[src/rtl/synth_pkg.sv]
// Shared types and default widths for the Synth step sequencer and its envelope.
// Latency: n/a (declarations only).
// Backpressure: n/a.
package synth_pkg;

    typedef enum logic [1:0] {
        ENV_IDLE,
        ENV_ATTACK,
        ENV_SUSTAIN,
        ENV_RELEASE
    } env_state_t;

    localparam int DEF_INC_W = 24;
    localparam int DEF_AMP_W = 10;
    localparam int ENTRY_W   = DEF_INC_W + 1;
    localparam int REST_BIT  = DEF_INC_W;

endpackage

[src/rtl/seq_envelope.sv]
// Envelope FSM (idle/attack/sustain/release) with a free-running ENV_DIV prescaler.
// Latency: note events change state on the next clk; amp moves one step per env tick.
// Backpressure: none; note_on/note_off are single-cycle strobes, always accepted.
module seq_envelope
    import synth_pkg::*;
#(
    parameter int AMP_W    = DEF_AMP_W,
    parameter int ENV_DIV  = 4096,
    parameter int ATK_STEP = 8,
    parameter int REL_STEP = 4
) (
    input  logic             clk,
    input  logic             rst_n,
    input  logic             note_on,
    input  logic             note_off,
    input  logic [AMP_W-1:0] amp_max,
    output logic [AMP_W-1:0] amp
);

    localparam int DW  = (ENV_DIV > 1) ? $clog2(ENV_DIV) : 1;
    localparam int AW1 = AMP_W + 1;

    env_state_t     state, state_nxt;
    logic [AMP_W-1:0] amp_nxt;
    logic [DW-1:0]  div_cnt;
    logic           env_tick;
    logic [AW1-1:0] sum, diff;

    assign env_tick = (div_cnt == DW'(ENV_DIV - 1));

    always_ff @(posedge clk or negedge rst_n) begin
        if (!rst_n) begin
            div_cnt <= '0;
            state   <= ENV_IDLE;
            amp     <= '0;
        end else begin
            div_cnt <= env_tick ? '0 : div_cnt + DW'(1);
            state   <= state_nxt;
            amp     <= amp_nxt;
        end
    end

    // Note events only move the state; amp keeps its value so a retrigger never clicks.
    always_comb begin
        state_nxt = state;
        amp_nxt   = amp;
        sum       = {1'b0, amp} + AW1'(ATK_STEP);
        diff      = {1'b0, amp} - AW1'(REL_STEP);
        if (note_on) begin
            state_nxt = (amp >= amp_max) ? ENV_SUSTAIN : ENV_ATTACK;
        end else if (note_off && state != ENV_IDLE) begin
            state_nxt = ENV_RELEASE;
        end else if (env_tick) begin
            case (state)
                ENV_IDLE: amp_nxt = '0;
                ENV_ATTACK: begin
                    if (sum >= {1'b0, amp_max}) begin
                        amp_nxt   = amp_max;
                        state_nxt = ENV_SUSTAIN;
                    end else begin
                        amp_nxt = sum[AMP_W-1:0];
                    end
                end
                ENV_SUSTAIN: amp_nxt = amp_max;
                ENV_RELEASE: begin
                    if (diff[AMP_W] || diff == '0) begin
                        amp_nxt   = '0;
                        state_nxt = ENV_IDLE;
                    end else begin
                        amp_nxt = diff[AMP_W-1:0];
                    end
                end
                default: state_nxt = ENV_IDLE;
            endcase
        end
    end

endmodule

[src/rtl/synth_step_sequencer.sv]
// 16-step note sequencer driving Synth gate/phase_inc/amp plus a one-hot LED step vector.
// Latency: step outputs update 1 clk after the internal step tick; envelope per env tick.
// Backpressure: none; cfg writes are single-cycle and always accepted.
module synth_step_sequencer
    import synth_pkg::*;
#(
    parameter int CLKSPEED = 48_000_000,
    parameter int STEP_HZ  = 8,
    parameter int STEPS    = 16,
    parameter int INC_W    = DEF_INC_W,
    parameter int AMP_W    = DEF_AMP_W,
    parameter int ENV_DIV  = 4096,
    parameter int ATK_STEP = 8,
    parameter int REL_STEP = 4,
    localparam int SW      = $clog2(STEPS)
) (
    input  logic             clk,
    input  logic             rst_n,
    input  logic             run,
    input  logic [AMP_W-1:0] amp_max,
    input  logic             cfg_we,
    input  logic [SW-1:0]    cfg_addr,
    input  logic [INC_W:0]   cfg_data,
    output logic             gate,
    output logic [INC_W-1:0] phase_inc,
    output logic [AMP_W-1:0] amp,
    output logic [STEPS-1:0] step_oh,
    output logic             step_tick
);

    localparam int STEP_DIV = CLKSPEED / STEP_HZ;
    localparam int CW       = $clog2(STEP_DIV);

    logic [INC_W:0]  pattern [STEPS];
    logic [INC_W:0]  entry;
    logic [CW-1:0]   step_cnt;
    logic [SW-1:0]   ptr;
    logic            run_q;
    logic            tick, gate_drop, run_fall, entry_rest;
    logic            note_on, note_off;

    assign tick       = run && (step_cnt == CW'(STEP_DIV - 1));
    // Write-first: a write to the entry being launched this cycle is what gets played.
    assign entry      = (cfg_we && cfg_addr == ptr) ? cfg_data : pattern[ptr];
    assign entry_rest = entry[INC_W];
    assign gate_drop  = run && gate && (step_cnt == CW'(STEP_DIV / 2));
    assign run_fall   = run_q && !run;
    assign note_on    = tick && !entry_rest;
    assign note_off   = (tick && entry_rest) || (gate_drop && !tick) || run_fall;

    always_ff @(posedge clk or negedge rst_n) begin
        if (!rst_n) begin
            for (int i = 0; i < STEPS; i++) pattern[i] <= '0;
        end else if (cfg_we) begin
            pattern[cfg_addr] <= cfg_data;
        end
    end

    always_ff @(posedge clk or negedge rst_n) begin
        if (!rst_n) begin
            step_cnt  <= '0;
            ptr       <= '0;
            run_q     <= 1'b0;
            gate      <= 1'b0;
            phase_inc <= '0;
            step_oh   <= '0;
            step_tick <= 1'b0;
        end else begin
            run_q     <= run;
            step_tick <= tick;
            if (!run || tick) step_cnt <= '0;
            else              step_cnt <= step_cnt + CW'(1);
            if (tick) begin
                ptr     <= ptr + SW'(1);
                step_oh <= {{(STEPS-1){1'b0}}, 1'b1} << ptr;
                if (!entry_rest) begin
                    phase_inc <= entry[INC_W-1:0];
                    gate      <= 1'b1;
                end else begin
                    gate      <= 1'b0;
                end
            end else if (!run || gate_drop) begin
                gate <= 1'b0;
            end
        end
    end

    seq_envelope #(
        .AMP_W    (AMP_W),
        .ENV_DIV  (ENV_DIV),
        .ATK_STEP (ATK_STEP),
        .REL_STEP (REL_STEP)
    ) u_env (
        .clk      (clk),
        .rst_n    (rst_n),
        .note_on  (note_on),
        .note_off (note_off),
        .amp_max  (amp_max),
        .amp      (amp)
    );

endmodule
[config.mk]
export PLATFORM = sky130hd
export DESIGN_NAME = synth_step_sequencer
export DESIGN_NICKNAME = d
export VERILOG_FILES = /design/src/rtl/synth_pkg.sv /design/src/rtl/seq_envelope.sv /design/src/rtl/synth_step_sequencer.sv
export SDC_FILE = /design/constraint.sdc
export NUM_CORES = 1
export LEC_CHECK = 0
export CAP_MARGIN = 0
export CORE_UTILIZATION = 40
export DETAILED_ROUTE_END_ITERATION = 10
export HOLD_SLACK_MARGIN = 0.02
export SLEW_MARGIN = 20
export SYNTH_ARGS = -nofsm -noshare
export SYNTH_HDL_FRONTEND = slang
export SYNTH_SLANG_ARGS = --single-unit
[constraint.sdc]
create_clock -name clk -period 4.11 [get_ports clk]
set_clock_uncertainty 0.1 [all_clocks]
set_input_delay 0.411 -clock clk [delete_from_list [all_inputs] [get_ports clk]]
set_output_delay 0.411 -clock clk [all_outputs]
set_load 0.03 [all_outputs]
# Word-level counts from Yosys, hierarchy flattened
# Index checks and enable logic that the tools add are counted.
[word_totals] romBits=0 ramBits=0 out_inout_bits=52 latchBits=0 elab_cells=100 n_memories=0 input_bits=43 reg_bits=494
[classes] eq_ne=9 mul=0 shifts=1 muxes=22 order_cmp=5 n_div=0 n_bitwise=5 reduce_logical=27 addsub=5
[op_table] operator="400-bit bitwise mux" n=1
[op_table] operator="25-bit binary-select mux with 4-bit select" n=1
[op_table] operator="25-bit demux with 4-bit select" n=1
[op_table] operator="25-bit two-way mux" n=4
[op_table] operator="10-bit one-hot mux with 4 select lines" n=1
[op_table] operator="23-bit by 1-bit adder with 23-bit output, second input constant" n=1
[op_table] operator="23-bit by 22-bit == test with 1-bit output, second input constant" n=1
[op_table] operator="23-bit == test, second input constant" n=1
[op_table] operator="23-bit two-way mux" n=1
[op_table] operator="10-bit two-way mux" n=2
[op_table] operator="1-bit by 4-bit left shift with 16-bit output, first input constant" n=1
[op_table] operator="12-bit by 1-bit adder with 12-bit output, second input constant" n=1
[op_table] operator="12-bit == test, second input constant" n=1
[op_table] operator="12-bit two-way mux" n=1
[op_table] operator="2-bit two-way mux" n=6
[op_table] operator="10-bit by 4-bit adder with 11-bit output, second input constant" n=1
[op_table] operator="11-bit by 10-bit >= comparator with 1-bit output" n=1
[op_table] operator="11-bit zero test" n=1
[op_table] operator="10-bit by 3-bit subtractor with 11-bit output, second input constant" n=1
[op_table] operator="10-bit >= comparator" n=1
[op_table] operator="5-bit >= comparator, second input constant" n=2
[op_table] operator="1-bit logical AND" n=10
[op_table] operator="4-bit inverter with 5-bit output" n=2
[op_table] operator="4-bit by 2-bit inequality test with 1-bit output, second input constant" n=2
[op_table] operator="other kinds (17)" n=29

# Longest topological paths before layout
# Gate-level depths: netlist of run 1.
[depth] word_depth=11 ltp_mapped=12

# By module
# A second synthesis of run 1 with hierarchy kept.
[unflattened] cells_unflattened=1691 hier_area_um2=23541.3
[by_module_without_submodules] module="synth_step_sequencer" n_inst=1 cells_each=1453 seq_area_each_um2=11761.3 area_per_inst_um2=21446.8
[by_module_without_submodules] module="seq_envelope" n_inst=1 cells_each=238 seq_area_each_um2=600.6 area_per_inst_um2=2094.5

# Least setup slack after synthesis of run 1
# No wires, ideal clock.
[synth_timing] kind="reg-to-reg" start="register u_env.amp[6]" end="register u_env.amp[7]" setup_ns=0.125 t_arrival_ns=2.872 stages_incl_launch_ff=12 path_slack_ns=1.013 required_time_ns=3.885 synth_period_minus_slack_ns=3.097 path_cell_list="dfrtp_1 > buf_1 > nand3_1 > nor2_1 > xor2_1 > ha_1 > a211oi_1 > o21ai_0 > a21oi_1 > a21oi_1 > a221o_1 > mux2_4"
[synth_between] elab_chain_len=5 elab_cells_between_ends=8
[synth_lines] item="start: declaration" line_no="seq_envelope.sv:17" text="output logic [AMP_W-1:0] amp"
[synth_lines] item="start signal: assignment" line_no="seq_envelope.sv:39" text="amp <= amp_nxt;"
[synth_lines] item="branches (longest 4 deep; another with 10-bit by 4-bit adder with 11-bit output)"
[synth_lines] item="10-bit one-hot mux with 4 select lines *" line_no="seq_envelope.sv:54" text="case (state)"
# Mark *: on every way between the ends.
# A chain may end at the register's enable or synchronous reset.

# Final worst setup path of run 1
[layout_timing] start="register u_env.amp[4]" end="register u_env.amp[9]"
# The elaborated chain is that of the path after synthesis.

==> results of run 1 <==
timing repair:
item                                   CTS  global route
endpoints found under the hold margin   95             0
hold buffers                             1             0
buffers inserted                         0             0
worst max-delay path, delay by kind of cell (launching register included):
kind	cells	cell delay (ns)
AO/OA/AOI/OAI	5	1.22
adder cells (fa/ha/maj)	2	0.59
flip-flops	1	0.52
AND/OR/NAND/NOR	2	0.33
multiplexers	1	0.27
XOR/XNOR	1	0.25
cells by family (layout without fill, tap and decap cells):
| family | Yosys count | in the layout | synth area share, % |
|---|---|---|---|
| muxes | 555 | 555 | 32.9 |
| DFF | 494 | 494 | 53.3 |
| and+or+nand+nor | 253 | 253 | 5.36 |
| buffers and inverters | 139 | 245 | 2.59 |
| AOI/OAI and AO/OA | 94 | 94 | 2.61 |
| xor gates and xnor gates | 41 | 41 | 1.58 |
| adders and majority gates | 30 | 30 | 1.62 |
flip-flops by register name, summed over array words and instances, names as in the netlist, 2 cells and up:
| register | count |
|---|---|
| u_env.div_cnt | 12 |
| u_env.amp | 10 |
| ptr | 4 |
| pattern | 400 |
| u_env.state | 2 |
| phase_inc | 24 |
| step_oh | 16 |
| step_cnt | 23 |
how the worst max path moves through the flow:
stage                             from           end  depth (start not counted)
after CTS                 u_env.amp[4]  u_env.amp[9]                         11
after global placement    u_env.amp[4]  u_env.amp[9]                         11
after detailed placement  u_env.amp[4]  u_env.amp[7]                         11
after global routing      u_env.amp[4]  u_env.amp[9]                         11
after floorplan           u_env.amp[6]  u_env.amp[7]                         11
final                     u_env.amp[4]  u_env.amp[9]                         11
Yosys cell counts, types with 4 or more instances:
| cell | count |
|---|---|
| mux2_2 | 401 |
| mux2_4 | 4 |
| buf_2 | 20 |
| o21ai_0 | 23 |
| nor4_1 | 4 |
| or3_1 | 7 |
| o21ai_1 | 25 |
| mux2i_1 | 26 |
| clkbuf_1 | 76 |
| nor2b_1 | 9 |
| mux4_2 | 124 |
| nand2b_1 | 6 |
| a21oi_1 | 13 |
| o31ai_1 | 5 |
| inv_1 | 24 |
| and3_1 | 8 |
| nand3b_1 | 4 |
| ha_1 | 30 |
| nand3_1 | 33 |
| nand4_1 | 16 |
| buf_1 | 11 |
| nor2_1 | 61 |
| nand2_1 | 81 |
| and4_1 | 4 |
| dfrtp_1 | 494 |
| xor2_1 | 21 |
| xnor2_1 | 19 |
through the flow:
stage	total power, mW	utilization (%)
after floorplan	7.46	-
after CTS	12.7	46.9
after global routing	13.1	46.9
after global placement	7.88	44.0
final	12.5	46.9
after detailed placement	8.01	44.0
power by group through the flow:
stage | sequential, mW | clock (mW) | combinational, mW
3_3_place_gp | 6.24 | 0 | 1.65
3_5_place_dp | 6.30 | 0 | 1.71
4_1_cts | 6.21 | 4.74 | 1.72
5_1_grt | 6.34 | 4.93 | 1.85
2_1_floorplan | 6.14 | 0 | 1.32
6_report | 6.22 | 4.62 | 1.69
final cells by class:
cell class                      instances  area, sq um  area share [%]
Timing Repair Buffer                  126         1260            4.74
Tap cell                              756          946            3.55
Clock inverter                         17          120           0.450
Multi-Input combinational cell        973        10300            38.7
Clock buffer                           77         1550            5.80
Inverter                               25         93.8           0.352
Sequential cell                       494        12400            46.4
per-layer routing:
metal | vias to the layer above | track usage, % | share of wire, % | wire length (um)
li1 | 6023 | - | - | -
met1 | 7334 | 27.6 | 47 | 25700
met2 | 248 | 30.6 | 48 | 26300
met3 | 73 | 3.05 | 3.7 | 2050
met4 | 0 | 4.66 | 1.9 | 1070
met5 | - | 0 | 0 | 0
==> out/summary.txt, run 1 <==
Synth unique cells -> 62
Die Span X -> 243 um
Starting Density -> 40.8%
Hold Path Origin -> run
DR pass1 iterations -> 5
Cell Int Power -> 9.56 mW
Cell breakdown of the critical path -> ha_1, nand3_1, nor2_1, xor2_1, ha_1, a211oi_1, o21ai_0, a21oi_1, a21oi_1, a221o_1, mux2_4
Sw frac -> 23.7%
Core Region -> 56800 sq um
Design Area, Final -> 26700 sq um
Slowest cell on crit path -> dfrtp_1
Global route total overflow -> 0
Pleak -> 11.1 nW
ANT nets after route -> 0
Avg Synthesized Cell Area -> 14.4 sq um
Final WS setup -> 0.724 ns
Ant. Diodes -> 0
Detailed Place HPWL -> 32.7 mm
Share of the synthesized area in the top cell type -> 53.3%
Most common cell after layout, fill and taps aside -> dfrtp_1
R2R Setup Slk -> 0.72 ns
Post-Layout Cell Count -> 2468
Total GRT Usage -> 19.2%
Fin. Hold Viols -> 0
CP Capture Type -> flop
Placed Cells -> 2373
Slew margin rel. -> 25.6%
Status -> finished, final reports clean
Startpoint Class -> flop
Pin count of the biggest net entering global routing -> 103
Chip Height -> 243 um
Die area -> 58900 sq um
CTS tree -> yes
Synthesis Warnings -> 0
Crit path max fanout -> 10
Flop pwr share -> 49.6%
Reg-to-Reg End -> u_env.amp[9]
Delay of the slowest critical-path stage -> 0.52 ns
Clock-pin slew on the worst setup and hold paths -> 0.06 ns
Logic pwr share -> 13.5%
Final Cycle Share -> 82.4%
Setup_tns -> 0 ns
Area of the mapped netlist -> 23200 sq um
Area Growth Syn to Fin -> 15.0%
Boundary Pins -> 95
Commonest non-fill, non-tap cells in the layout -> dfrtp_1 (491), mux2_2 (401), mux4_2 (124)
Number of synthesized flops with an enable pin -> 0
Global-route wire length before repair -> 87.8 mm
Clk pwr share -> 36.9%
Post-Syn Instances -> 1606
Num CTS Buffers -> 53
Top FF cell, synth -> dfrtp_1
Synthesized flop and latch total -> 494
CTS max path bufs -> 3
Post-DP Area -> 25000 sq um
CP Class -> reg -> reg
Pre-CTS WS -> 0.814 ns
Min-delay worst type -> in -> reg
Hold Path End -> run_q
Critical R2R Launch -> u_env.amp[4]
Sequential-to-total area share from yosys stat -> 53.3%
Vias per cell -> 5.54
Final setup fails -> 0
Worst Max-Slew Pin Slew -> 1.12 ns
Worst Path Arrival -> 3.76 ns
H-tree depth -> 2
Number of DRC markers in iteration 0 -> 682
RD Place Congestion -> 0.810
Worst r2r path cells -> 11
Worst endpoint required time -> 4.49 ns
Rows -> 87
DR DRC count -> 0
Cell Pwr Density -> 470 nW/um^2
Initial antenna violation count -> 0
Synth area leader -> dfrtp_1
Count of clock tree sinks -> 494
Share of flip-flops with an asynchronous set or reset -> 100%
Clk_lat worst skew -> 0.60 ns
Hold depth -> 1
CTS Root Cell -> clkbuf_16
Max-cap check violation count -> 0
Peak supply drop -> 0.000322 V
NetSw -> 2.96 mW
Layout cells sized above 1 -> 39.7%
Fill count -> 4997
DR WL/cell -> 22.4 um
IO buf count -> 94
Setup repair after global routing missed its margin -> no
Synth Net Count -> 1679
Final net count -> 1746
PostCTS Resize Cnt -> 0
Area contributors post-synth -> dfrtp_1 (53%), mux2_2 (19%), mux4_2 (12%), ha_1 (1.6%), nand2_1 (1.3%)
Final min period -> 3.39 ns
Drt total wl -> 55.2 mm
Vias in the first global route -> 14600
Worst hold margin -> 0.333 ns
Via Count -> 13700
Final Max Slew Viols -> 0
Fmax -> 295 MHz
Power figures use the tool's default switching activity.
==> run 2, diff against run 1 <==
==> constraint.sdc (replaced) <==
create_clock -name clk -period 3.46 [get_ports clk]
set_clock_uncertainty 0.1 [all_clocks]
set_input_delay 0.346 -clock clk [delete_from_list [all_inputs] [get_ports clk]]
set_output_delay 0.346 -clock clk [all_outputs]
set_load 0.03 [all_outputs]
==> run 2 against run 1 <==
Effect of this change:
- core utilization rose by 0.85 points
- clock power is 30% higher
- via count shrank 0.20%
- die area did not move
- highest routed layer unchanged
- count of clock-buffer cells in the layout increased by 3
==> out/summary.txt, run 2 (same netlist as run 1, synthesis figures left out) <==
Peak supply drop -> 0.000379 V
Global route total overflow -> 0
Worst Max-Slew Pin Slew -> 0.898 ns
Fin. Hold Viols -> 0
Drt total wl -> 54.6 mm
Sw frac -> 23.1%
Area Growth Syn to Fin -> 17.1%
CTS Root Cell -> clkbuf_16
NetSw -> 3.56 mW
CTS tree -> yes
R2R Setup Slk -> 0.36 ns
Final setup fails -> 0
Most flop-heavy register -> pattern
Logic pwr share -> 13.1%
Worst Setup SP -> u_env.amp[3]
Fmax -> 323 MHz
Max-cap check violation count -> 0
Startpoint Class -> flop
Worst endpoint required time -> 3.84 ns
Layout cells sized above 1 -> 40.6%
Min-delay worst type -> in -> async
CP Capture Type -> flop
Critical R2R Launch -> u_env.amp[3]
Final Max Slew Viols -> 0
Reg-to-Reg End -> u_env.amp[7]
Die Span X -> 243 um
Boundary Pins -> 95
Final net count -> 1769
Setup_tns -> 0 ns
Starting Density -> 40.8%
Total GRT Usage -> 19.0%
Max reg flops -> 400
DR WL/cell -> 21.9 um
H-tree depth -> 2
Clock-pin slew on the worst setup and hold paths -> 0.06 ns
Slew margin rel. -> 40.2%
IO buf count -> 94
Pleak -> 11.3 nW
Clk_lat worst skew -> 0.60 ns
Core Region -> 56800 sq um
DR pass1 iterations -> 5
Total power -> 15.4 mW
Worst Path Arrival -> 3.48 ns
Chip Height -> 243 um
RD Place Congestion -> 0.835
Flop pwr share -> 47.9%
Vias per cell -> 5.47
Vias in the first global route -> 14500
Initial antenna violation count -> 1
Cell Pwr Density -> 568 nW/um^2
Status -> finished, final reports clean
Num CTS Buffers -> 53
Crit path max fanout -> 9
Setup repair after global routing missed its margin -> no
Detailed Place HPWL -> 33.5 mm
Cell Int Power -> 11.9 mW
Worst r2r path cells -> 11
Pin count of the biggest net entering global routing -> 101
CP endpoint -> u_env.amp[7]
DR DRC count -> 0
Count of clock tree sinks -> 494
Clk pwr share -> 39.0%
Regs by FF count -> pattern x400, phase_inc x24, step_cnt x23
Final min period -> 3.10 ns
CTS max path bufs -> 3
Global-route wire length before repair -> 87.3 mm
Most common cell after layout, fill and taps aside -> dfrtp_1
Number of DRC markers in iteration 0 -> 765
Via Count -> 13700
Final Cycle Share -> 89.5%
Rows -> 87
ANT nets after route -> 0
Commonest non-fill, non-tap cells in the layout -> dfrtp_1 (491), mux2_2 (401), mux4_2 (124)
Die area -> 58900 sq um
CP Class -> reg -> reg
==> run 2: area by class of cell <==
cell class	count	area [sq um]
Antenna cell	1	2.50
Clock buffer	80	1580
Clock inverter	16	288
Fill cell	4986	29700
Inverter	25	93.8
Multi-Input combinational cell	973	10300
Sequential cell	494	12400
Tap cell	756	946
Timing Repair Buffer	149	1540
==> run 2: power by group through the flow <==
stage	clock network (mW)	logic [mW]	registers, mW
global route	6.40	2.21	7.52
CTS	6.16	2.06	7.38
global placement	0	1.98	7.40
detailed placement	0	2.05	7.48
floorplan	0	1.57	7.29
finish	6.02	2.02	7.38
==> run 2: worst min-delay path by stage <==
stage                     startpoint           to  slack [ns]  cells past startpoint
after detailed placement       rst_n  step_cnt[0]        0.36                      1
final                          rst_n  step_cnt[0]        0.25                      2
after global routing             run        run_q        0.25                      1
after global placement         rst_n  step_cnt[0]        0.34                      1
after floorplan                rst_n         gate       -0.05                      0
after CTS                        run        run_q        0.23                      1
==> run 2: metal layers <==
| layer | vias up | track usage, % | routed length [um] |
|---|---|---|---|
| li1 | 6060 | - | - |
| met1 | 7316 | 27.3 | 25700 |
| met2 | 209 | 30.6 | 26100 |
| met3 | 65 | 2.47 | 1920 |
| met4 | 0 | 4.74 | 882 |
| met5 | - | 0 | 0 |
==> run 2: what timing repair did <==
| action | 4_1_cts | 5_1_grt |
|---|---|---|
| buffers inserted | 0 | 0 |
| hold buffers | 1 | 0 |
| setup endpoints to repair | 0 | 6 |
| hold endpoints to repair | 90 | 0 |
| resized for setup | 0 | 3 |
==> run 2: worst max-delay path: stages (launching register included) <==
cell and delay (ns):
dfrtp_1 0.46, ha_1 0.28, nand3_1 0.15, nor2_1 0.15, xor2_1 0.22, ha_1 0.28, a211oi_1 0.22, o21ai_0 0.15
a21oi_2 0.21, a21oi_2 0.17, a221o_1 0.33, mux2_4 0.27
==> run 2: metrics by stage <==
| step | instance area (sq um) | hold WS, ns | util (%) | instances | worst slack [ns] |
|---|---|---|---|---|---|
| floorplan | 23200 | -0.0496 | - | 1606 | 0.363 |
| global placement | 25300 | 0.344 | 44.5 | 2396 | 0.254 |
| detailed placement | 25300 | 0.359 | 44.5 | 2396 | 0.202 |
| CTS | 27100 | 0.228 | 47.8 | 2493 | 0.195 |
| global route | 27100 | 0.248 | 47.8 | 2493 | 0.112 |
| finish | 27100 | 0.253 | 47.8 | 2494 | 0.363 |
==> run 3, diff against run 2 <==
--- a/config.mk
+++ b/config.mk
@@ -9,6 +9,7 @@
 export CORE_UTILIZATION = 40
 export DETAILED_ROUTE_END_ITERATION = 10
 export HOLD_SLACK_MARGIN = 0.02
+export REMOVE_ABC_BUFFERS = 1
 export SLEW_MARGIN = 20
 export SYNTH_ARGS = -nofsm -noshare
 export SYNTH_HDL_FRONTEND = slang
==> run 3 against run 2 <==
Effect of this change:
- die area unchanged
- sequential power about the same
- maximum frequency down 4.3%
- critical endpoint is now u_env.amp[9]
==> out/summary.txt, run 3 (same netlist as run 1, synthesis figures left out) <==
Status -> finished, final reports clean
Worst r2r path cells -> 11
Worst hold margin -> 0.218 ns
Die Span X -> 243 um
Boundary Pins -> 95
IO buf count -> 94
Fmax -> 309 MHz
Final net count -> 1764
R2R Setup Slk -> 0.22 ns
Reg-to-Reg End -> u_env.amp[9]
Num CTS Buffers -> 53
Final min period -> 3.24 ns
Global route total overflow -> 0
Met2 Use GR -> 29.8%
Via Count -> 13800
Min-delay worst type -> in -> async
Fin. Hold Viols -> 0
Pre-CTS WS -> 0.276 ns
Final setup fails -> 0
Startpoint Class -> flop
Initial antenna violation count -> 0
Cell Pwr Density -> 556 nW/um^2
Slew margin rel. -> 22.9%
Core Region -> 56800 sq um
Placed Cells -> 2391
Post-Layout Cell Count -> 2489
Vias in the first global route -> 14400
Max reg flops -> 400
RD Place Congestion -> 0.827
Die area -> 58900 sq um
Clk_lat worst skew -> 0.60 ns
Setup_tns -> 0 ns
Crit path max fanout -> 9
Vias per cell -> 5.53
DR pass1 iterations -> 5
Pleak -> 11.2 nW
Rows -> 87
H-tree depth -> 2
CP Class -> reg -> reg
Drt total wl -> 55.3 mm
Met3 Track Usage GR -> 2.64%
CTS Root Cell -> clkbuf_16
Layout cells sized above 1 -> 40.2%
Final Max Slew Viols -> 0
Setup repair after global routing missed its margin -> no
DR DRC count -> 0
Final WS setup -> 0.223 ns
Post-DP Area -> 25200 sq um
Count of clock tree sinks -> 494
Worst endpoint required time -> 3.84 ns
Worst Max-Slew Pin Slew -> 1.15 ns
Final Cycle Share -> 93.5%
ANT nets after route -> 0
CTS tree -> yes
Clock-pin slew on the worst setup and hold paths -> 0.06 ns
Global-route wire length before repair -> 87.9 mm
Regs by FF count -> pattern x400, phase_inc x24, step_cnt x23
Chip Height -> 243 um
Critical R2R Launch -> u_env.amp[3]
DR WL/cell -> 22.2 um
Most common cell after layout, fill and taps aside -> dfrtp_1
Starting Density -> 40.8%
Design Area, Final -> 26900 sq um
CP Capture Type -> flop
Detailed Place HPWL -> 31.9 mm
Grt peak-use layer -> met2
Setup Buffers After CTS -> 0
Max-cap check violation count -> 0
Number of DRC markers in iteration 0 -> 654
Peak supply drop -> 0.000387 V
Ant. Diodes -> 0
Most flop-heavy register -> pattern
Pin count of the biggest net entering global routing -> 96
Commonest non-fill, non-tap cells in the layout -> dfrtp_1 (491), mux2_2 (401), mux4_2 (124)
Met1 usage -> 28.5%
Area Growth Syn to Fin -> 16.2%
Total GRT Usage -> 19.2%
CTS max path bufs -> 3
Worst Path Arrival -> 3.62 ns
-- run 3: cell count changes in the layout (fill, tap and decap cells not counted), sizes merged --
cell	delta
buf	-5
bufinv	-5
clkbuf	-1
clkinv	+5
clkinvlp	+3
diode	-1
inv	-1
-- run 3: worst max-delay path by stage --
stage,from,endpoint,slack (ns)
global route,u_env.amp[3],u_env.amp[9],0.02
detailed placement,u_env.amp[3],u_env.amp[7],0.28
CTS,u_env.amp[3],u_env.amp[9],0.24
floorplan,ptr[0],u_env.state[1],-3.24
global placement,u_env.amp[3],u_env.amp[9],0.27
finish,u_env.amp[3],u_env.amp[9],0.22
-- run 3: per-layer routing --
layer / part of all wire (%) / up-vias
met5: 0 / -
met4: 1.9 / 0
met3: 4.2 / 67
met2: 46 / 255
met1: 48 / 7388
li1: - / 6065
-- run 3: timing repair --
item,4_1_cts,5_1_grt
endpoints found under the hold margin,63,0
resized for setup,0,1
hold buffers,1,0
setup endpoints to repair,0,1
-- run 3: final cells by class --
class	count	area [sq um]
clock buffers	79	1560
clock inverters	18	179
fillers	4979	29900
inverters	25	93.8
multi-input cells	973	10300
flip-flops and latches	494	12400
well taps	756	946
repair buffers	144	1470
-- run 3: power by group --
| group | internal [mW] | total [mW] | switching, mW |
|---|---|---|---|
| clock | 3.26 | 5.60 | 2.34 |
| combinational | 1.33 | 2.00 | 0.675 |
| sequential | 6.87 | 7.38 | 0.516 |
| total | 11.5 | 15.0 | 3.53 |
-- run 3: through the flow --
stage | total power, mW | util, %
2_1_floorplan | 8.83 | -
3_3_place_gp | 9.36 | 44.3
3_5_place_dp | 9.51 | 44.3
4_1_cts | 15.2 | 47.4
5_1_grt | 15.7 | 47.4
6_report | 15.0 | 47.4
-- run 3: critical path, stage by stage, from the launching register on --
cell and delay (ns):
dfrtp_1 0.45, ha_1 0.26, nand3_1 0.14, nor2_1 0.16, xor2_1 0.22, ha_1 0.28
a211oi_1 0.20, o21ai_0 0.11, a21oi_1 0.27, a21oi_1 0.30, a221o_1 0.36, mux2_4 0.27
